[config.mk]
export PLATFORM = sky130hd
export DESIGN_NAME = bsg_rotate_shift_pipelined
export DESIGN_NICKNAME = d
export VERILOG_FILES = /design/src/rtl/bsg_rotate_shift_pipelined.sv
export SDC_FILE = /design/constraint.sdc
export NUM_CORES = 1
export LEC_CHECK = 0
export ABC_AREA = 1
export CORE_AREA = 2 2 75 77
export CTS_CLUSTER_SIZE = 12
export DETAILED_ROUTE_END_ITERATION = 7
export DIE_AREA = 0 0 77 79
export GPL_TIMING_DRIVEN = 0
export MAX_ROUTING_LAYER = met4
export PLACE_DENSITY = 0.87
export SLEW_MARGIN = 20
export SYNTH_ARGS = -nofsm -noshare
export SYNTH_HDL_FRONTEND = slang
export SYNTH_SLANG_ARGS = --single-unit
[constraint.sdc]
create_clock -name clk_i -period 1.8 [get_ports clk_i]
set_input_delay 0.27 -clock clk_i [delete_from_list [all_inputs] [get_ports clk_i]]
set_output_delay 0.27 -clock clk_i [all_outputs]
set_load 0.02 [all_outputs]
[src/rtl/bsg_rotate_shift_pipelined.sv]
// bsg_rotate_shift_pipelined: barrel rotator/shifter with its log2(width) levels spread over
// pipe_stages_p register stages, valid/ready on the input and valid/yumi on the output
module bsg_rotate_shift_pipelined #(
    parameter  int width_p       = 16,
    parameter  int pipe_stages_p = 2,
    localparam int lg_width_lp   = $clog2(width_p)
) (
    input  logic                   clk_i,
    input  logic                   reset_n_i,
    input  logic                   v_i,
    output logic                   ready_o,
    input  logic [width_p-1:0]     data_i,
    input  logic [lg_width_lp-1:0] amt_i,
    input  logic [1:0]             op_i,
    output logic                   v_o,
    output logic [width_p-1:0]     data_o,
    input  logic                   yumi_i,
    output logic                   empty_o
);
    localparam int last_lp = pipe_stages_p - 1;

    // One level: op[1] selects shift (op[0] chooses sign fill), else rotate (op[0] = left)
    function automatic logic [width_p-1:0] step(logic [width_p-1:0] x, logic [1:0] op, int s);
        return op[1] ? (x >> s) | ({width_p{op[0] & x[width_p-1]}} << (width_p - s))
                     : op[0] ? (x << s) | (x >> (width_p - s))
                             : (x >> s) | (x << (width_p - s));
    endfunction

    logic [width_p-1:0]       d   [pipe_stages_p];
    logic [lg_width_lp-1:0]   a   [pipe_stages_p];
    logic [1:0]               o   [pipe_stages_p];
    logic                     vin [pipe_stages_p];
    logic [width_p-1:0]       q   [pipe_stages_p];
    logic [pipe_stages_p-1:0] v;
    logic [pipe_stages_p-1:0] rdy;

    assign d[0]   = data_i;
    assign a[0]   = amt_i;
    assign o[0]   = op_i;
    assign vin[0] = v_i;

    for (genvar k = 0; k < pipe_stages_p; k++) begin : g_stage
        logic [width_p-1:0] t;
        logic [width_p-1:0] qr;
        logic               vr;
        always_comb begin
            t = d[k];
            for (int i = 0; i < lg_width_lp; i++)
                if (i * pipe_stages_p / lg_width_lp == k && a[k][i]) t = step(t, o[k], 1 << i);
        end
        // A stage can move iff some stage at or after it is empty, or the output is taken
        assign rdy[k] = yumi_i | ~&v[last_lp:k];
        always_ff @(posedge clk_i)
            if (!reset_n_i) begin
                vr <= 1'b0;
                qr <= '0;
            end else if (rdy[k]) begin
                vr <= vin[k];
                if (vin[k]) qr <= t;
            end
        assign v[k] = vr;
        assign q[k] = qr;
        if (k < last_lp) begin : g_fwd
            logic [lg_width_lp-1:0] ar;
            logic [1:0]             opr;
            always_ff @(posedge clk_i)
                if (!reset_n_i) begin
                    ar  <= '0;
                    opr <= '0;
                end else if (rdy[k] & vin[k]) begin
                    ar  <= a[k];
                    opr <= o[k];
                end
            assign d[k+1]   = qr;
            assign a[k+1]   = ar;
            assign o[k+1]   = opr;
            assign vin[k+1] = vr;
        end
    end

    assign ready_o = ~reset_n_i | rdy[0];
    assign v_o     = v[last_lp];
    assign data_o  = q[last_lp];
    assign empty_o = ~|v;

    assert property (@(posedge clk_i) disable iff (!reset_n_i) yumi_i |-> v_o);
endmodule

Yosys cells after proc, flatten, opt, wreduce, memory -nomap -nowiden
Cells that the tools add are included.
Cells by class
  $add $sub $neg: 0
  eq/ne operators: 0
  bitwise gates (word level): 20
  reductions and logical operators: 7
  shift-type cells: 0
  multiply operators: 0
  div/mod/pow operators: 0
  mux-type cells: 11
  order comparisons: 0
Operators with widths (number)
  16-bit two-way mux: 11
  12-bit by 16-bit bitwise OR with 16-bit output: 2
  14-bit by 16-bit bitwise OR with 16-bit output: 2
  15-bit by 16-bit bitwise OR with 16-bit output: 2
  8-bit by 16-bit bitwise OR with 16-bit output: 2
  16-bit by 1-bit bitwise OR with 16-bit output: 1
  16-bit by 2-bit bitwise OR with 16-bit output: 1
  16-bit by 4-bit bitwise OR with 16-bit output: 1
  2-bit AND reduction: 3
  1-bit AND: 5
  1-bit zero test: 3
  1-bit bitwise OR: 3
  2-bit OR reduction: 1
  1-bit inverter: 1
Storage, ports and cells
  memories: 0
  RAM bits: 0
  bits in latches: 0
  bits in read-only memories: 0
  register bits: 40
  logic and storage cells: 44

Depth between registers and ports, before layout
  depth in word-level cells: 8
  depth in mapped cells: 11

Least setup slack after synthesis
No wires, ideal clock.
  path type: reg-to-reg
  start: register g_stage[1].vr, in the netlist v_o
  end: register g_stage[0].qr[10]
  buffers on the path: 1
  data arrival time: 1.218 ns
  clock period less this slack: 1.340 ns
  setup time: 0.122 ns
  slack: 0.460 ns
  stages on the path, launching flop included: 7
  cell sequence: dfxtp_1 nand2_1 nor2_1 nor2_4 clkbuf_1 o21ai_0 a21oi_2
On the way
  word-level cells in the longest chain between the ends: 4
RTL lines
  start: declaration: line 45  | logic vr;
  start signal: assignment: line 58  | vr <= vin[k];
  2-bit AND reduction: line 52  | assign rdy[k] = yumi_i | ~&v[last_lp:k];
  1-bit zero test: line 52
  1-bit bitwise OR: line 52
  2-bit AND reduction (no source line)
  end signal: assignment: line 59  | if (vin[k]) qr <= t;
  end: declaration: line 44  | logic [width_p-1:0] qr;
No other way between the ends.
A chain may end at the register's enable or synchronous reset.

Worst setup path after layout
  start: input yumi_i
  end: output ready_o
On the way
  word-level cells in the longest chain between the ends: 2
RTL lines
  start: declaration: line 17  | input logic yumi_i,
  1-bit bitwise OR: line 52
  1-bit bitwise OR: line 81  | assign ready_o = ~reset_n_i | rdy[0];
  end: declaration: line 11  | output logic ready_o,
No other way between the ends.

==> key figures <==
Run
  – Max-Cap Viols: 0

Timing
  – Final Hold Viols: 0
  – Final Max Tran Viols: 0
  – Slew margin rel.: 66.9%
  – RSZ-0062 raised after global routing: false
  – Minimum clock period: 1.65 ns
  – Worst Max-Slew Pin Slew: 0.497 ns
  – Final setup fails: 0
  – Fmax: 607 MHz
  – Setup Skew: 0.00534 ns
  – Period utilization: 91.5%

Finish
  – Utilization after layout: 66.9%
  – Fillers: 508
  – Layout Nets: 578
  – Diode count: 0
  – Share of cells above drive strength 1: 13.4%
  – Register Area: 761 sq um
  – Layout area overhead: 20.1%
  – Multi-input logic area: 0.00180 sq mm

Yosys
  – Post-synthesis mux area share: 0%
  – Largest family of logic cells by synthesized area: simple AND/OR/NAND/NOR gates
  – Leading area contributor after synthesis: dfxtp_1
  – Post-Syn Area per Cell: 5.91 sq um
  – Post-Syn Nets: 530
  – Synth cell types: 24
  – Synth top area share: 25.6%
  – Sequential share of the synthesized area: 25.6%
  – Adder-cell share of the synthesized area: 0%
  – Synth warn: 0
  – Netlist Area Pre-Place: 0.00298 sq mm
  – Compound-cell area share of the yosys netlist: 15.7%
  – Cell count after synthesis: 504
  – Synth Area in Simple Gates: 44.8%
  – Seq cells post-synth: 38
  – Post-Synth XOR/XNOR Area: 0%
  – Main area contributors after synthesis: dfxtp_1 26%, nand2_1 19%, nand3_1 14%, inv_1 6.9%, o21ai_0 6.1%

Pwr
  – Pwr Total: 2.41 mW
  – Peak supply drop: 0.581 mV
  – Leak pwr: 1.76 nW
  – Power Density: 673 mW/mm^2

Global routing
  – First-pass GRT wire length: 15.3 mm
  – GRT overflow: 0
  – Vias in the first global route: 3272
  – Largest net degree at the start of global routing: 13
  – Total Routing Usage GR: 31.9%
  – Antenna violations before repair: 0

Die
  – Die height: 79 um
  – Die W: 77 um
  – Die area: 0.00608 sq mm
  – Initial Utilization: 55.8%
  – Core ar.: 0.00534 sq mm
  – Io pins: 45
  – Rows: 27

Critical path
  – CP Cell Sequence: clkdlybuf4s50_1, inv_1, nand2_1, nor2_2, nand2_1, dlygate4sd2_1
  – Critical path buffer and inverter count: 3
  – Crit path largest cell delay: 0.39 ns
  – Critical path capture point type: primary output
  – Startpoint Class: input pin
  – CP required: 1.53 ns
  – Most used cell, CP: nand2_1
  – Worst path slowest cell: clkdlybuf4s50_1
  – CP max FO: 3
  – Cell family contributing the most delay on the critical path: buffers and inverters
  – Worst Setup Path Type: input pin to primary output
  – Arrival time at the worst endpoint: 1.38 ns
  – Flop-to-flop setup slack: 0.25 ns

Drt
  – Wire length on met3: 550 um
  – DR iter-0 viols: 315
  – Met2 WL: 4.20 mm
  – Via/cell ratio: 5.52
  – Via count: 3449
  – DR DRC count: 0
  – Drt pass-1 iters: 6
  – Uppermost layer routed: met4
  – Met1 Routed Length: 4.07 mm
  – WL/cell: 14.4 um
  – Detail Route Antenna Nets: 0
  – WL final: 9.01 mm

Clocking
  – Htree depth: 2
  – Clk sinks: 38
  – Worst-Skew Late Latency: 0.29 ns
  – Root Buffer Master: clkbuf_8
  – Clk pin slew, worst setup/hold paths: 0.08 ns
  – Post-CTS Setup Inserts: 0
  – Max Buffers Root-to-Sink: 2
  – TritonCTS Buffers: 5
  – # hold bufs at CTS: 0
  – TritonCTS clock tree: done

Min path
  – HP Class: input pin to flip-flop

Status
  – Status: complete, no violations

Placement
  – Dpl hpwl: 7.15 mm
  – Gp weighted congestion: 0.942
  – PortBufs: 41
layout by cell type, fill, tap and decap left out, drive strengths merged:
master	n
clkinvlp	1
a21oi	33
nand3	98
nor2	26
buf	22
o21ai	48
dlygate4sd2	1
nand2	165
clkbuf	13
clkdlybuf4s50	40
or2	1
dfxtp	38
inv	60
clkinv	4
o211ai	3
final timing paths:
path / from / end / cells past startpoint
worst min register to register: g_stage[0].vr$_SDFFE_PN0P_ / v_o$_SDFFE_PN0N_ / 2
worst max-delay path: yumi_i / ready_o / 6
worst min-delay path: reset_n_i / g_stage[0].g_fwd.opr[1]$_SDFFE_PN0P_ / 3
worst max register to register: g_stage[0].g_fwd.opr[0]$_SDFFE_PN0P_ / data_o[1]$_SDFFE_PN0P_ / 8
what timing repair did:
action,4_1_cts,5_1_grt
resized for setup,1,1
endpoints found under the setup margin,1,1
hold endpoints to repair,0,0
metal layers:
metal | track usage [%] | up-vias
met5 | - | -
met4 | 8.57 | 0
met3 | 4.09 | 22
met2 | 52.6 | 140
met1 | 41.6 | 1567
li1 | - | 1720
area by class of cell:
class	count	area share [%]
repair buffers	41	11.4
flip-flops and latches	38	21.3
clock inverters	2	0.350
plain buffers	29	4.90
well taps	72	2.52
multi-input cells	374	50.5
inverters	63	6.69
clock buffers	6	2.31
per-stage QoR:
stage	hold slack, ns	setup TNS [ns]	area [sq um]	setup WS, ns	instances
final	0.313	0	3570	0.154	625
after detailed placement	0.495	-0.675	3480	-0.155	617
after global routing	0.324	0	3570	0.0598	625
after CTS	0.312	0	3570	0.0757	625
after floorplan	0.453	0	2980	0.460	504
after global placement	0.478	-0.222	3480	-0.104	617
synthesized netlist by cell type:
library cell and instances:
nand2_1 151, nand3_1 85, inv_1 55, dfxtp_1 38
o21ai_0 36, a21oi_1 25, nor2_1 24, nand2_2 13
nand3_2 13, o21ai_1 12, buf_2 11, a21oi_2 8
clkbuf_1 7, buf_6 5, buf_4 4, inv_2 4
clkinv_1 3, buf_1 2, nor2_4 2, o211ai_2 2
inv_4 1, nand2_4 1, o211ai_1 1, or2_2 1
registers in the layout (all words and copies together) (netlist names):
signal	count
data_o	16
g_stage.g_fwd.ar	2
g_stage.g_fwd.opr	2
g_stage.qr	16
g_stage.vr	1
v_o	1
power by group:
part | switching [mW] | total [mW] | internal [mW] | leakage [nW]
clock network | 0.314 | 0.622 | 0.308 | 0.0472
logic | 0.502 | 0.815 | 0.312 | 1.40
registers | 0.0603 | 0.968 | 0.908 | 0.315
tightest hold or removal path, stage by stage:
cell     delay [ns]
buf_2          0.16
o21ai_0        0.09
a21oi_1        0.04
kinds of logic after synthesis:
| family | Yosys count |
|---|---|
| simple gates | 290 |
| buf+inv | 92 |
| compound gates | 84 |
| flops | 38 |
Power figures use the tool's default switching activity.
